$ cat src/rtl/control_puertas_if.sv
// control_puertas_if: algorithm/cabin-side signals of the door controller.
interface control_puertas_if;
  logic [1:0] motor;
  logic       abrir;
  logic       boton_abrir;
  logic       obstaculo;
  logic       esperar;
  logic [1:0] actuador;
  logic       puerta_cerrada;
  logic       falla;
  modport master (
    output motor, abrir, boton_abrir, obstaculo,
    input  esperar, actuador, puerta_cerrada, falla
  );
  modport slave (
    input  motor, abrir, boton_abrir, obstaculo,
    output esperar, actuador, puerta_cerrada, falla
  );
endinterface

$ cat src/rtl/control_puertas.sv
// control_puertas: elevator door sequencer with travel/dwell timing, reopen and sticky motor fault.
// Define OBSTACLE_REOPEN_EN to let the edge sensor reverse a closing door.
module control_puertas #(
  parameter int T_MOVE = 4,
  parameter int T_OPEN = 8
) (
  input logic clk,
  input logic rst_n,
  control_puertas_if.slave bus
);
  typedef enum logic [1:0] {CERRADA, ABRIENDO, ABIERTA, CERRANDO} state_t;
  localparam logic [15:0] move_c = 16'(T_MOVE);
  localparam logic [15:0] open_c = 16'(T_OPEN);
  state_t      state, state_nx;
  logic [15:0] cnt, cnt_nx, recorrido;
  logic        pedido, reabrir, expira, parado;
  logic        esperar, puerta_cerrada, falla;
  logic [1:0]  actuador;
  assign parado = bus.motor == 2'b00;
  assign pedido = bus.abrir | bus.boton_abrir;
`ifdef OBSTACLE_REOPEN_EN
  assign reabrir = pedido | bus.obstaculo;
`else
  assign reabrir = pedido;
`endif
  assign expira = cnt <= 16'd1;
  // reopening takes as long as the door has already closed, never less than one cycle
  assign recorrido = (move_c == cnt) ? 16'd1 : move_c - cnt;
  always_comb begin
    state_nx = state;
    cnt_nx   = cnt;
    case (state)
      CERRADA: if (pedido && parado) begin
        state_nx = ABRIENDO;
        cnt_nx   = move_c;
      end
      ABRIENDO: begin
        state_nx = expira ? ABIERTA : ABRIENDO;
        cnt_nx   = expira ? open_c : cnt - 16'd1;
      end
      ABIERTA: if (pedido || bus.obstaculo) cnt_nx = open_c;
      else begin
        state_nx = expira ? CERRANDO : ABIERTA;
        cnt_nx   = expira ? move_c : cnt - 16'd1;
      end
      CERRANDO: if (reabrir) begin
        state_nx = ABRIENDO;
        cnt_nx   = recorrido;
      end else begin
        state_nx = expira ? CERRADA : CERRANDO;
        cnt_nx   = expira ? 16'd0 : cnt - 16'd1;
      end
      default: ;
    endcase
  end
  always_ff @(posedge clk) begin
    if (!rst_n) begin
      state          <= CERRADA;
      cnt            <= '0;
      esperar        <= 1'b0;
      actuador       <= 2'b00;
      puerta_cerrada <= 1'b1;
      falla          <= 1'b0;
    end else begin
      state          <= state_nx;
      cnt            <= cnt_nx;
      esperar        <= state_nx != CERRADA;
      actuador       <= state_nx == ABRIENDO ? 2'b01 : state_nx == CERRANDO ? 2'b10 : 2'b00;
      puerta_cerrada <= state_nx == CERRADA;
      falla          <= falla | (state != CERRADA && !parado);
    end
  end
  assign bus.esperar        = esperar;
  assign bus.actuador       = actuador;
  assign bus.puerta_cerrada = puerta_cerrada;
  assign bus.falla          = falla;
endmodule

$ cat src/flat_wrapper.sv
// flat-port wrapper written by rule: the top's interface ports become plain ports
module control_puertas_flat 
#(
  parameter int T_MOVE = 4,
  parameter int T_OPEN = 8
)
  (clk, rst_n, bus_motor, bus_abrir, bus_boton_abrir, bus_obstaculo, bus_esperar, bus_actuador, bus_puerta_cerrada, bus_falla);
  control_puertas_if bus_i ();
  input logic clk;
  input logic rst_n;
  input wire logic [$bits(bus_i.motor)-1:0] bus_motor;
  input wire logic [$bits(bus_i.abrir)-1:0] bus_abrir;
  input wire logic [$bits(bus_i.boton_abrir)-1:0] bus_boton_abrir;
  input wire logic [$bits(bus_i.obstaculo)-1:0] bus_obstaculo;
  output wire logic [$bits(bus_i.esperar)-1:0] bus_esperar;
  output wire logic [$bits(bus_i.actuador)-1:0] bus_actuador;
  output wire logic [$bits(bus_i.puerta_cerrada)-1:0] bus_puerta_cerrada;
  output wire logic [$bits(bus_i.falla)-1:0] bus_falla;
  assign bus_i.motor = bus_motor;
  assign bus_i.abrir = bus_abrir;
  assign bus_i.boton_abrir = bus_boton_abrir;
  assign bus_i.obstaculo = bus_obstaculo;
  assign bus_esperar = bus_i.esperar;
  assign bus_actuador = bus_i.actuador;
  assign bus_puerta_cerrada = bus_i.puerta_cerrada;
  assign bus_falla = bus_i.falla;
  control_puertas #(.T_MOVE(T_MOVE), .T_OPEN(T_OPEN)) u_core (.clk(clk), .rst_n(rst_n), .bus(bus_i));
endmodule
$ cat config.mk
export PLATFORM = sky130hd
export DESIGN_NAME = control_puertas_flat
export DESIGN_NICKNAME = d
export VERILOG_FILES = /design/src/rtl/control_puertas_if.sv /design/src/rtl/control_puertas.sv /design/src/flat_wrapper.sv
export SDC_FILE = /design/constraint.sdc
export NUM_CORES = 1
export LEC_CHECK = 0
export BUFFER_PORTS_ARGS = -buffer_cell sky130_fd_sc_hd__buf_2
export CAP_MARGIN = 0
export CORE_MARGIN = 4
export CORE_UTILIZATION = 60
export CTS_CLUSTER_DIAMETER = 50
export DETAILED_ROUTE_END_ITERATION = 8
export PLACE_DENSITY = 0.79
export SLEW_MARGIN = 10
export SYNTH_ARGS = -nofsm -noshare
export SYNTH_HDL_FRONTEND = slang
export SYNTH_SLANG_ARGS = --single-unit
$ cat constraint.sdc
create_clock -name clk -period 3.95 [get_ports clk]
set_clock_uncertainty 0.1 [all_clocks]
set_input_delay 0.79 -clock clk [delete_from_list [all_inputs] [get_ports clk]]
set_output_delay 0.79 -clock clk [all_outputs]
set_load 0.02 [all_outputs]
Word-level counts from Yosys, hierarchy flattened --
Cells that the tools add are included.
Storage, ports and cells: register bits after elaboration 23, bits of input ports 7, output and inout bits 5, word-level logic and storage cells 47
Cells by class: add/sub/neg operators 2, order comparisons 1, eq/ne operators 7, muxes and demuxes 17, bitwise gates (word level) 3, reductions and logical operators 10
Operators with widths (count):
- 16-bit two-way mux | 7
- 16-bit one-hot mux with 4 select lines | 1
- 3-bit by 16-bit == test with 1-bit output, first input constant | 1
- 16-bit by 1-bit less-or-equal comparator with 1-bit output, second input constant | 1
- 16-bit by 1-bit subtractor with 16-bit output, second input constant | 1
- 3-bit by 16-bit subtractor with 16-bit output, first input constant | 1
- 2-bit two-way mux | 6
- 2-bit one-hot mux with 4 select lines | 1
- 2-bit == test, second input constant | 3
- 2-bit logical NOT | 3
- 2-bit by 1-bit == test with 1-bit output, second input constant | 2
- 2-bit nonzero test | 2
- 1-bit logical AND | 2
- 1-bit two-way mux | 2
- 2-bit by 1-bit != test with 1-bit output, second input constant | 1
- 1-bit OR | 2
- 2-bit OR reduction | 1
- 1-bit logical NOT | 1
- 1-bit logical OR | 1
- 1-bit inverter | 1

Longest topological paths before layout --
depth in word-level cells 7, depth in mapped cells 8, depth with buffers taken out 7

Least setup slack after synthesis --
No wires, ideal clock.
path kind input to register, start point input port bus_boton_abrir, end point register u_core.cnt[0], library setup time 0.091 ns, arrival 1.934 ns, data required time 3.759 ns, slack 1.824 ns, stages on the path 6, buffers on the path 1, cells stage by stage o21ai_1 o21ai_0 a21oi_1 buf_2 a211oi_1 a311oi_1
On the way: word-level cells in the longest chain between the ends 4, elaborated cells between the ends (all ways) 7, those cells by class 1 x eq/ne; 3 x mux; 1 x bitwise; 2 x reduce/logical
RTL lines:
- from (decl) | line flat_wrapper.sv:13 | input wire logic [$bits(bus_i.boton_abrir)-1:0] bus_boton_abrir;
- 1-bit OR (*) | line control_puertas.sv:20 | assign pedido = bus.abrir | bus.boton_abrir;
- 1-bit logical OR | line control_puertas.sv:41 | ABIERTA: if (pedido || bus.obstaculo) cnt_nx = open_c;
- 16-bit two-way mux | line control_puertas.sv:41
- 16-bit one-hot mux with 4 select lines | line control_puertas.sv:32 | case (state)
- to (signal assigned) | line control_puertas.sv:66 | cnt <= cnt_nx;
- to (decl) | line control_puertas.sv:15 | logic [15:0] cnt, cnt_nx, recorrido;
Mark *: on every way between the ends. The rest lies on a longest branch, timed or not. A chain may end at the register's enable or synchronous reset.

Final worst setup path --
start point register u_core.cnt[0], end point register u_core.cnt[5]
On the way: word-level cells in the longest chain between the ends 4, elaborated cells between the ends (all ways) 11, those cells by class 2 x add/sub; 1 x order compare; 1 x eq/ne; 7 x mux
RTL lines (line):
- 16-bit by 1-bit subtractor with 16-bit output (tied with other cells) | control_puertas.sv:39, control_puertas.sv:44, control_puertas.sv:51
- 16-bit two-way mux (on tied branches) | control_puertas.sv:51, control_puertas.sv:28, control_puertas.sv:44
- 16-bit two-way mux (on tied branches) | control_puertas.sv:46, control_puertas.sv:41
- 16-bit one-hot mux with 4 select lines (*) | control_puertas.sv:32
Marked as above.

==> key figures <==
Status
  • Outcome: completed

Clocking
  • CTS-repair resized insts: 0
  • CTS tree: yes
  • Cts bufs inserted: 3
  • Clk buf depth: 2
  • Post-CTS setup buffer count: 0
  • Root Driver: clkbuf_4
  • Clk sink count: 23
  • CTS Hold Bufs: 0
  • Clk Latency, worst-skew pair: 0.33 ns
  • Reg clk slew, reported paths: 0.14 ns
  • # H-tree levels: 1

Power
  • Net Sw Frac: 0.551
  • Cell Pwr Density: 1060 nW/um^2
  • Net Switching: 1050 uW
  • LEAKAGE: 0.000664 uW
  • Maximum VDD drop: 0.000798 V
  • Power Internal: 861 uW
  • Clock share of power: 0.061
  • Sequential share of power: 0.253
  • Comb power frac: 0.686

Routing
  • Met2 WL: 2210 um
  • First-pass DRT Iterations: 6
  • DRT Wirelength: 4710 um
  • Met3 wire length: 416 um
  • Residual DRC: 0
  • Antenna-violating nets left: 0
  • Top sig layer: met4
  • Avg WL per Cell: 17.8 um
  • Vias per Instance: 7.19
  • Via count: 1899
  • DRT met1 WL: 2000 um
  • DR iter-0 viols: 213

Floorplan
  • Core Area: 2760 um^2
  • Die Area: 3820 um^2
  • Row cnt: 19
  • Die X: 61.8 um
  • Io pins: 12
  • Initial Utilization: 0.631
  • Die Span Y: 61.8 um

Global routing
  • Total gr overflow: 0
  • Largest net degree at the start of global routing: 20
  • Antenna violations before repair: 0
  • Vias in the first global route: 1718
  • First-pass GRT wire length: 7620 um
  • Tot GR Track Use: 0.261

Logic synthesis
  • Synth unique cells: 60
  • Syn nets: 241
  • Synthesis warning total: 0
  • Cell taking the most area after synthesis: dfxtp_1
  • Synth Register Bits: 23
  • EDFF count, synth: 0
  • Avg Synthesized Cell Area: 7.53 um^2
  • Syn Inst Count: 231
  • Post-synth top flop: dfxtp_1
  • Post-synth ARST share: 0
  • Post-synthesis cell area: 1740 um^2
  • Seq/Total Area, Yosys: 0.265
  • Commonest cells in the netlist: dfxtp_1, nor2_1, nand2_1, a21oi_1, nand3_1
  • Synth top area cells: dfxtp_1, nor2_1, nand2_1
  • Area share of the largest cell type after synthesis: 0.265

Placement
  • DPL Wire Length: 3400 um
  • PortBufs: 11
  • Gpl congestion: 0.985
  • Dpl cells: 260

STA
  • Tmin final: 2.74 ns
  • Final hold viol count: 0
  • Slew headroom: 0.282
  • Fin. max-slew vios: 0
  • Setup-failing EPs final: 0
  • Worst-margin pin slew: 1.08 ns
  • F_max: 365 MHz
  • RSZ-0062 raised after global routing: no
  • Setup TNS: 0 ns
  • Hold slack: 0.351 ns
  • Crit share post-route: 0.694

Hold path
  • HP Class: reg -> reg
  • Hold Crit Start: u_core.bus.falla$_SDFF_PN0_
  • Hold Path End: u_core.bus.falla$_SDFF_PN0_
  • Worst hold path depth: 2

Setup path
  • Worst-path fanout max: 13
  • Critical path's largest stage delay: 0.90 ns
  • Kind of critical path: reg -> reg
  • Critical Path, Cell by Cell: inv_1 > ha_1 > o21a_1 > a21oi_1 > a221oi_1 > a211oi_1
  • Launch point of the worst reg-to-reg path: u_core.cnt[0]$_SDFFE_PN0P_
  • Reg2Reg Capture Point: u_core.cnt[5]$_SDFFE_PN0P_
  • Highest-delay cell along the critical path: a21oi_1
  • Crit path launch type: flop
  • Slack of the worst reg-to-reg path: 1.21 ns
  • Worst endpoint required time: 4.10 ns
  • Crit end category: flop
  • Worst EP arrival: 2.90 ns
  • Worst r2r path cells: 6

Final layout
  • Filler cells: 249
  • Final cell count without fillers: 264
  • Nets: 244
  • Register area: 460 um^2
  • Area growth from synthesis to layout: 3.96%
  • Share of layout cells above drive strength 1: 0.116
  • Antenna Cells: 0
  • Multi-input combinational cell area: 1190 um^2

Job
  • Max_cap viols: 0
per-stage QoR:
step	util	setup WS [ns]	instance area (um^2)	total power, uW
after floorplan	-	1.82	1740	1520
after global placement	0.646	1.20	1780	1720
after detailed placement	0.646	1.07	1780	1760
after CTS	0.656	1.30	1810	1880
after global routing	0.656	1.07	1810	2060
final	0.656	1.21	1810	1920
power by group through the flow:
stage / clock, uW / sequential [uW] / combinational (uW)
CTS: 117 / 476 / 1290
global placement: 0 / 474 / 1240
floorplan: 0 / 410 / 1110
global route: 129 / 499 / 1430
finish: 118 / 485 / 1310
detailed placement: 0 / 482 / 1280
cell type report:
cell class / count / share of cell area
clock buffers: 4 / 0.0145
well taps: 31 / 0.0215
inverters: 7 / 0.0145
repair buffers: 13 / 0.0388
multi-input cells: 186 / 0.656
flip-flops and latches: 23 / 0.255
layer usage:
metal,vias up,global-route usage
met5,-,0
met4,0,0.0970
met3,14,0.0269
met2,96,0.439
met1,890,0.345
li1,899,-
cell usage in the layout, fill, tap and decap left out, types with 2 or more instances in the layout:
cell type | Yosys | final
o311ai_0 | 2 | 2
a22oi_1 | 3 | 3
or3_1 | 2 | 2
buf_2 | 5 | 11
o32ai_1 | 2 | 2
o211ai_1 | 6 | 6
o21ai_1 | 3 | 3
a211o_1 | 2 | 2
nand2_1 | 18 | 18
inv_1 | 6 | 6
and4_1 | 2 | 2
o31a_1 | 2 | 2
nor4_1 | 6 | 6
a21oi_1 | 13 | 13
a21o_1 | 3 | 3
nor2_1 | 23 | 23
a221oi_1 | 2 | 2
a31o_2 | 2 | 2
a211oi_1 | 8 | 8
o21ai_0 | 11 | 11
ha_1 | 3 | 3
nor2b_1 | 2 | 2
nand2b_1 | 2 | 2
dfxtp_1 | 23 | 23
buf_4 | 1 | 2
and2_1 | 6 | 6
clkbuf_4 | 0 | 3
o31ai_1 | 3 | 3
o22ai_1 | 2 | 2
nand3_1 | 12 | 12
a311oi_1 | 3 | 3
nor3_1 | 9 | 9
nand4_1 | 3 | 3
a31oi_1 | 6 | 6
state kept, by name (all words and copies together) (netlist names):
signal / cells
u_core.bus.actuador: 2
u_core.state: 2
u_core.bus.esperar: 1
u_core.bus.falla: 1
u_core.bus.puerta_cerrada: 1
u_core.cnt: 16
worst max-delay path, delay by kind of cell (launching register included):
| family | cells | cell delay [ns] |
|---|---|---|
| fa+ha+maj | 1 | 0.26 |
| flops | 1 | 0.49 |
| buf+inv | 1 | 0.10 |
| compound gates | 4 | 1.71 |
logic make-up (layout without fill, tap and decap cells):
kind of cell | count (synthesis) | count (layout) | share of synthesized area
buffers and inverters | 22 | 24 | 0.0532
XOR/XNOR | 1 | 1 | 0.00504
AND/OR/NAND/NOR | 96 | 96 | 0.301
AO/OA/AOI/OAI | 85 | 85 | 0.349
multiplexers | 1 | 1 | 0.00576
flip-flops | 23 | 23 | 0.265
adder cells (fa/ha/maj) | 3 | 3 | 0.0216
worst max path at each step:
stage | depth (start not counted) | from | slack (ns) | endpoint
after floorplan | 6 | bus_boton_abrir | 1.82 | u_core.cnt[0]$_SDFFE_PN0P_
after global placement | 6 | bus_boton_abrir | 1.20 | u_core.cnt[5]$_SDFFE_PN0P_
after detailed placement | 6 | bus_boton_abrir | 1.07 | u_core.cnt[5]$_SDFFE_PN0P_
after CTS | 6 | u_core.cnt[0]$_SDFFE_PN0P_ | 1.30 | u_core.cnt[5]$_SDFFE_PN0P_
after global routing | 6 | u_core.cnt[0]$_SDFFE_PN0P_ | 1.07 | u_core.cnt[7]$_SDFFE_PN0P_
final | 6 | u_core.cnt[0]$_SDFFE_PN0P_ | 1.21 | u_core.cnt[5]$_SDFFE_PN0P_
No activity file was read; power rests on OpenSTA's default activity.
